`config.mk`:
```
export PLATFORM = sky130hd
export DESIGN_NAME = digit_entry_ctrl
export DESIGN_NICKNAME = d
export VERILOG_FILES = /design/src/rtl/digit_entry_pkg.sv /design/src/rtl/digit_entry_ctrl_btn_debouncer.sv /design/src/rtl/digit_entry_ctrl.sv
export SDC_FILE = /design/constraint.sdc
export NUM_CORES = 1
export LEC_CHECK = 0
export CAP_MARGIN = 30
export CORE_MARGIN = 5
export CORE_UTILIZATION = 45
export CTS_CLUSTER_DIAMETER = 200
export DETAILED_ROUTE_END_ITERATION = 6
export GPL_TIMING_DRIVEN = 0
export MAX_ROUTING_LAYER = met4
export SLEW_MARGIN = 25
export SYNTH_ARGS = -nofsm -noshare
export SYNTH_HDL_FRONTEND = slang
export SYNTH_SLANG_ARGS = --single-unit
```
`constraint.sdc`:
```
create_clock -name clk -period 2.6 [get_ports clk]
set_input_delay 0.26 -clock clk [delete_from_list [all_inputs] [get_ports clk]]
set_output_delay 0.26 -clock clk [all_outputs]
set_load 0.1 [all_outputs]
```
`src/rtl/digit_entry_pkg.sv`:
```
// digit_entry_pkg: shared types and constants for the front-panel digit editor
package digit_entry_pkg;
  typedef enum logic [1:0] {CLEAR, EDIT, LOCKED} entry_state_t;
  typedef logic [3:0] digit_t;
  localparam int NUM_DIGITS = 4;
  localparam int BTN_UP     = 0;
  localparam int BTN_DOWN   = 1;
  localparam int BTN_LEFT   = 2;
  localparam int BTN_RIGHT  = 3;
  localparam int BTN_ENTER  = 4;
  localparam int NUM_BTNS   = 5;
endpackage

```
`src/rtl/digit_entry_ctrl_btn_debouncer.sv`:
```
// btn_debouncer: 2-FF synchroniser, debounce counter and press pulse for one button
// Ports: clk, rst_n (async active-low), btn_i raw level,
//        stable_o debounced level, press_o one-cycle pulse on debounced rising edge.
module btn_debouncer #(
  parameter int DEBOUNCE_CYCLES = 1_000_000
) (
  input  logic clk,
  input  logic rst_n,
  input  logic btn_i,
  output logic stable_o,
  output logic press_o
);
  localparam int CW = $clog2(DEBOUNCE_CYCLES + 1);
  logic [1:0]    sync_q;
  logic [CW-1:0] cnt_q, cnt_d;
  logic          stable_q, stable_d, press_q, press_d, mism, flip;
  // Level flips only after DEBOUNCE_CYCLES consecutive samples disagreeing with it.
  always_comb begin
    mism     = sync_q[1] != stable_q;
    flip     = mism && cnt_q == CW'(DEBOUNCE_CYCLES - 1);
    cnt_d    = (!mism || flip) ? '0 : cnt_q + 1'b1;
    stable_d = flip ? ~stable_q : stable_q;
    press_d  = flip && !stable_q;
  end
  always_ff @(posedge clk or negedge rst_n) begin
    if (!rst_n) begin
      sync_q   <= '0;
      cnt_q    <= '0;
      stable_q <= 1'b0;
      press_q  <= 1'b0;
    end else begin
      sync_q   <= {sync_q[0], btn_i};
      cnt_q    <= cnt_d;
      stable_q <= stable_d;
      press_q  <= press_d;
    end
  end
  assign stable_o = stable_q;
  assign press_o  = press_q;
endmodule

```
`src/rtl/digit_entry_ctrl.sv`:
```
// digit_entry_ctrl: debounced four-digit BCD editor driving the 7-seg digit-write port
// Ports: clk, rst_n (async active-low); btn_up/down/left/right/enter raw buttons;
//        game_started freezes editing, game_finished enables unlock;
//        en_write/dig_loc/dig_value one-cycle display write; cursor, digits {d3..d0};
//        entry_done commit pulse; locked high in LOCKED.
// Optional: define DIGIT_ENTRY_AUTOREPEAT_EN for up/down auto-repeat every REPEAT_CYCLES.
module digit_entry_ctrl
  import digit_entry_pkg::*;
#(
  parameter int DEBOUNCE_CYCLES = 1_000_000,
  parameter int MAX_VALUE       = 9,
  parameter int REPEAT_CYCLES   = 25_000_000
) (
  input  logic        clk,
  input  logic        rst_n,
  input  logic        btn_up,
  input  logic        btn_down,
  input  logic        btn_left,
  input  logic        btn_right,
  input  logic        btn_enter,
  input  logic        game_started,
  input  logic        game_finished,
  output logic        en_write,
  output logic [1:0]  dig_loc,
  output logic [3:0]  dig_value,
  output logic [1:0]  cursor,
  output logic [15:0] digits,
  output logic        entry_done,
  output logic        locked
);
  localparam digit_t MAXV = digit_t'(MAX_VALUE);
  logic [NUM_BTNS-1:0] raw, stable, press, act;
  entry_state_t state_q, state_d;
  logic [1:0] clr_idx_q, clr_idx_d, cursor_q, cursor_d, dig_loc_q, dig_loc_d;
  digit_t [NUM_DIGITS-1:0] digits_q, digits_d;
  digit_t dig_value_q, dig_value_d, cur, new_val;
  logic en_write_q, en_write_d, entry_done_q, entry_done_d;
  logic edit_ok, do_enter, do_up, do_dn, do_left, do_right;
  logic unused_sig;
  assign raw = {btn_enter, btn_right, btn_left, btn_down, btn_up};
  for (genvar g = 0; g < NUM_BTNS; g++) begin : g_btn
    btn_debouncer #(.DEBOUNCE_CYCLES(DEBOUNCE_CYCLES)) u_db (
      .clk(clk), .rst_n(rst_n), .btn_i(raw[g]), .stable_o(stable[g]), .press_o(press[g])
    );
  end
`ifdef DIGIT_ENTRY_AUTOREPEAT_EN
  localparam int RW = $clog2(REPEAT_CYCLES + 1);
  logic [RW-1:0] rep_cnt_q, rep_cnt_d;
  logic rep_held, rep_hit;
  // Counter runs only while up/down is held in EDIT, so leaving EDIT or releasing clears it.
  always_comb begin
    rep_held  = state_q == EDIT && (stable[BTN_UP] || stable[BTN_DOWN]);
    rep_hit   = rep_held && rep_cnt_q == RW'(REPEAT_CYCLES - 1);
    rep_cnt_d = (!rep_held || rep_hit) ? '0 : rep_cnt_q + 1'b1;
    act       = press;
    act[BTN_UP]   = press[BTN_UP] | (rep_hit & stable[BTN_UP]);
    act[BTN_DOWN] = press[BTN_DOWN] | (rep_hit & stable[BTN_DOWN] & ~stable[BTN_UP]);
  end
  always_ff @(posedge clk or negedge rst_n) begin
    if (!rst_n) rep_cnt_q <= '0;
    else rep_cnt_q <= rep_cnt_d;
  end
  assign unused_sig = ^stable[NUM_BTNS-1:BTN_LEFT];
`else
  assign act = press;
  assign unused_sig = ^{REPEAT_CYCLES, stable};
`endif
  // Priority decode: enter > up > down > left > right; lower presses in the same cycle drop.
  always_comb begin
    edit_ok  = state_q == EDIT && !game_started;
    do_enter = act[BTN_ENTER];
    do_up    = act[BTN_UP] && !do_enter;
    do_dn    = act[BTN_DOWN] && !do_enter && !act[BTN_UP];
    do_left  = act[BTN_LEFT] && !do_enter && !act[BTN_UP] && !act[BTN_DOWN];
    do_right = act[BTN_RIGHT] && !do_enter && !act[BTN_UP] && !act[BTN_DOWN] && !act[BTN_LEFT];
    cur      = digits_q[cursor_q];
    new_val  = do_up ? (cur >= MAXV ? '0 : cur + 1'b1) : (cur == '0 ? MAXV : cur - 1'b1);
  end
  always_ff @(posedge clk or negedge rst_n) begin
    if (!rst_n) begin
      state_q      <= CLEAR;
      clr_idx_q    <= '0;
      cursor_q     <= '0;
      digits_q     <= '0;
      en_write_q   <= 1'b0;
      dig_loc_q    <= '0;
      dig_value_q  <= '0;
      entry_done_q <= 1'b0;
    end else begin
      state_q      <= state_d;
      clr_idx_q    <= clr_idx_d;
      cursor_q     <= cursor_d;
      digits_q     <= digits_d;
      en_write_q   <= en_write_d;
      dig_loc_q    <= dig_loc_d;
      dig_value_q  <= dig_value_d;
      entry_done_q <= entry_done_d;
    end
  end
  always_comb begin
    state_d   = state_q;
    clr_idx_d = clr_idx_q;
    cursor_d  = cursor_q;
    digits_d  = digits_q;
    case (state_q)
      CLEAR: begin
        clr_idx_d = clr_idx_q + 1'b1;
        if (clr_idx_q == 2'd3) begin
          state_d  = EDIT;
          digits_d = '0;
          cursor_d = '0;
        end
      end
      EDIT: if (edit_ok) begin
        if (do_enter) state_d = LOCKED;
        if (do_up || do_dn) digits_d[cursor_q] = new_val;
        if (do_left) cursor_d = cursor_q + 1'b1;
        if (do_right) cursor_d = cursor_q - 1'b1;
      end
      LOCKED: if (act[BTN_ENTER] && game_finished) begin
        state_d   = CLEAR;
        clr_idx_d = '0;
      end
      default: state_d = CLEAR;
    endcase
  end
  // CLEAR writes and edit writes cannot coincide since they belong to different states.
  always_comb begin
    en_write_d   = state_q == CLEAR || (edit_ok && (do_up || do_dn));
    dig_loc_d    = !en_write_d ? dig_loc_q : state_q == CLEAR ? clr_idx_q : cursor_q;
    dig_value_d  = !en_write_d ? dig_value_q : state_q == CLEAR ? '0 : new_val;
    entry_done_d = edit_ok && do_enter;
  end
  assign en_write   = en_write_q;
  assign dig_loc    = dig_loc_q;
  assign dig_value  = dig_value_q;
  assign cursor     = cursor_q;
  assign digits     = digits_q;
  assign entry_done = entry_done_q;
  assign locked     = state_q == LOCKED;
endmodule

```
==> impl_metrics.py <==
metrics = {
    "route": {
        "vias": 5007,
        "wl_um": 13800,
        "drc": 0,
        "drt-pass1-iter-count": 4,
        "antenna_left": 0,
        "wire_per_inst_um": 14.3,
        "drt_iter0_drc": 348,
        "vias_per_cell": 5.20,
    },
    "cts": {
        "clk_latency_ns": 0.42,
        "clockBufferDepth": 2,
        "cts_root_buffer": "clkbuf_16",
        "clk_pin_slew_ns": 0.06,
        "cts.sinks": 150,
        "cts_tree": "done",
        "cts.htree.levels": 4,
        "cts_buffers": 17,
    },
    "sta": {
        "setup_viol": 0,
        "period_share_pct": 93.6,
        "fin_crit_ns": 2.43,
        "rsz0062_at_grt": "false",
        "fmax_ghz": 0.411,
        "worst_pin_slew_ns": 0.982,
        "finalHoldViolCount": 0,
        "relSlewSlack_pct": 34.3,
        "whs_ns": 0.274,
        "final.setup_skew_ns": 0.0101,
        "drv_slew": 0,
    },
    "synthesis": {
        "synth_edf_count": 0,
        "synth-seq-cells": 150,
        "syn_area_mm2": 0.00704,
        "synth-async-reset-ratio_pct": 100,
        "synth_cells": 682,
        "synthDistinctLibCells": 49,
        "yosysSeqAreaShare_pct": 53.3,
        "synth_flop_cell": "dfrtp_1",
        "synth.avg_cell_area_um2": 10.3,
        "yosys_warnings": 0,
        "syn-num-nets": 701,
    },
    "die": {
        "die_h_um": 135,
        "die_area_mm2": 0.0182,
        "core_mm2": 0.0153,
        "rows": 45,
        "initial_core_util_pct": 46.1,
        "top_level_ports": 36,
        "die_width_um": 135,
    },
    "grt": {
        "grt_use_met2_pct": 25.5,
        "grt-ovfl-total": 0,
        "grt_start_max_net_pins": 87,
        "first_global_vias": 4984,
        "grt_util_met1_pct": 23.1,
        "busiest_layer": "met2",
        "antenna_found_initial": 0,
        "grt_pass1_wl_um": 24400,
        "met3_usage_pct": 4.36,
        "grt_usage_pct": 17.1,
    },
    "hold_path": {
        "hold_class": "in2reg",
        "min_from": "btn_down",
    },
    "layout": {
        "final_core_util_pct": 54.5,
        "drive_above_1_share_pct": 9.18,
        "post_layout_nonfiller_instances": 963,
        "areaGrowthSynthToFinish_pct": 18.2,
        "nNetsFinal": 758,
        "layout_commonest_cell": "dfrtp_1",
        "final_cell_mix": "dfrtp_1, nor2_1, xnor2_1",
        "num_antenna_cells": 0,
    },
    "place": {
        "port_buffers": 35,
        "place_inst": 929,
        "gp_congestion": 0.791,
        "dp_hpwl_um": 9430,
    },
    "worst_setup_path": {
        "critical_path_peak_fanout": 7,
        "critPathLaunchType": "flip-flop",
        "crit_path_end_kind": "flip-flop",
        "cp-startpoint": "cursor[0]",
        "worstSetupPathType": "reg2reg",
        "required_ns": 2.97,
        "crit_family": "multiplexers",
        "max_stage_delay_ns": 0.60,
        "arrival_ns": 2.80,
        "crit_chain": "mux4_2 > inv_2 > ha_2 > nand2b_1 > or3b_1 > a32o_2 > a2bb2o_4",
        "worstPathBufferInverterCount": 1,
        "cp_slowest_cell": "mux4_2",
        "r2r-start": "cursor[0]",
    },
    "status": {
        "outcome": "finished clean",
    },
    "pwr": {
        "p_leak_uw": 0.00362,
        "power.total_uw": 5040,
        "peakVddDrop_v": 0.000445,
        "power_density_mw_per_mm2": 606,
    },
    "run": {
        "maxCapViolations": 0,
    },
}
==> kinds of logic after synthesis <==
family                   after synthesis  synth area share [%]
AO/OA/AOI/OAI                         47                  5.12
XOR/XNOR                              95                  11.8
adder cells (fa/ha/maj)               10                  1.78
buffers and inverters                 28                  1.67
flip-flops                           150                  53.3
multiplexers                          11                  2.52
AND/OR/NAND/NOR                      341                  23.8
==> cell type report <==
cell class                 instances  area (µm²)
inverter                          16        60.1
multi-input combinational        504        3170
clock buffer                      24         482
tap                              211         264
buffer                            11        46.3
fill                            1338        6940
clock inverter                     8         121
timing repair buffer              39         407
sequential                       150        3770
==> routing by layer <==
layer | vias to the layer above | share of wire, %
li1 | 2458 | -
met1 | 2459 | 49
met2 | 76 | 47
met3 | 14 | 3.4
met4 | 0 | 1.2
met5 | - | 0
==> worst reg2reg max path, cell delays in order (launching register included) <==
cell and delay, ns:
dfrtp_4 0.49, mux4_2 0.60, inv_2 0.12, ha_2 0.18, nand2b_1 0.09, or3b_1 0.36, a32o_2 0.33, a2bb2o_4 0.23
==> flip-flops by register name (all words and copies together), names as in the netlist <==
register / flops
g_btn.u_db.press_o: 5
dig_loc: 2
clr_idx_q: 2
g_btn.u_db.stable_o: 5
entry_done: 1
digits: 16
state_q: 2
g_btn.u_db.sync_q: 10
en_write: 1
dig_value: 4
cursor: 2
g_btn.u_db.cnt_q: 100
==> stage by stage <==
stage	cell area [µm²]	worst slack, ns	setup TNS [ns]
after floorplan	7050	0.00694	0
after global placement	7660	-5.60	-692.78
after detailed placement	7700	0.0848	0
after CTS	8310	0.0361	0
after global routing	8320	0.00758	0
final	8320	0.166	0
==> path summary, 6_finish.rpt <==
path | end | slack, ns | depth (start not counted)
max | digits[11] | 0.17 | 7
min | g_btn[1].u_db.sync_q[0] | 0.27 | 1
max reg2reg | digits[11] | 0.17 | 7
min reg2reg | g_btn[4].u_db.sync_q[1] | 0.35 | 0
max in group asynchronous | cursor[0] | 1.42 | 3
min in group asynchronous | g_btn[2].u_db.cnt_q[13] | 0.42 | 2
==> report_power, final <==
| part | internal (µW) | switching [µW] |
|---|---|---|
| Combinational | 42.6 | 88.5 |
| Clock | 1580 | 939 |
| Sequential | 2360 | 24.3 |
| Total | 3990 | 1050 |
==> synthesized netlist by cell type (all sizes together), types with 2 or more instances <==
cell type | instances | area share, %
a21o | 3 | 0.32
a21oi | 7 | 0.50
a22o | 10 | 1.2
a31oi | 3 | 0.27
and2 | 4 | 0.36
and3 | 30 | 2.7
and4 | 6 | 0.75
buf | 5 | 0.44
clkbuf | 7 | 0.37
dfrtp | 150 | 53
ha | 10 | 1.8
inv | 16 | 0.85
mux2 | 5 | 0.80
mux2i | 2 | 0.28
mux4 | 4 | 1.4
nand2 | 47 | 2.5
nand2b | 3 | 0.27
nand3 | 43 | 3.1
nand4 | 18 | 1.6
nand4b | 2 | 0.25
nor2 | 130 | 6.9
nor2b | 9 | 0.84
nor3 | 17 | 1.2
nor3b | 5 | 0.53
nor4 | 9 | 0.80
nor4b | 3 | 0.37
nor4bb | 3 | 0.43
o21ai | 8 | 0.62
o22ai | 2 | 0.18
o2bb2ai | 7 | 0.87
or2 | 5 | 0.44
or3 | 3 | 0.27
xnor2 | 53 | 6.6
xor2 | 42 | 5.2
==> what timing repair did <==
| item | 4_1_cts | 5_1_grt |
|---|---|---|
| resized for setup | 1 | 3 |
| hold buffers | 1 | 0 |
| pin swaps | 0 | 2 |
| endpoints found under the setup margin | 1 | 11 |
| buffers inserted | 0 | 2 |
| hold endpoints to repair | 85 | 0 |
(Power assumes the default switching activity.)
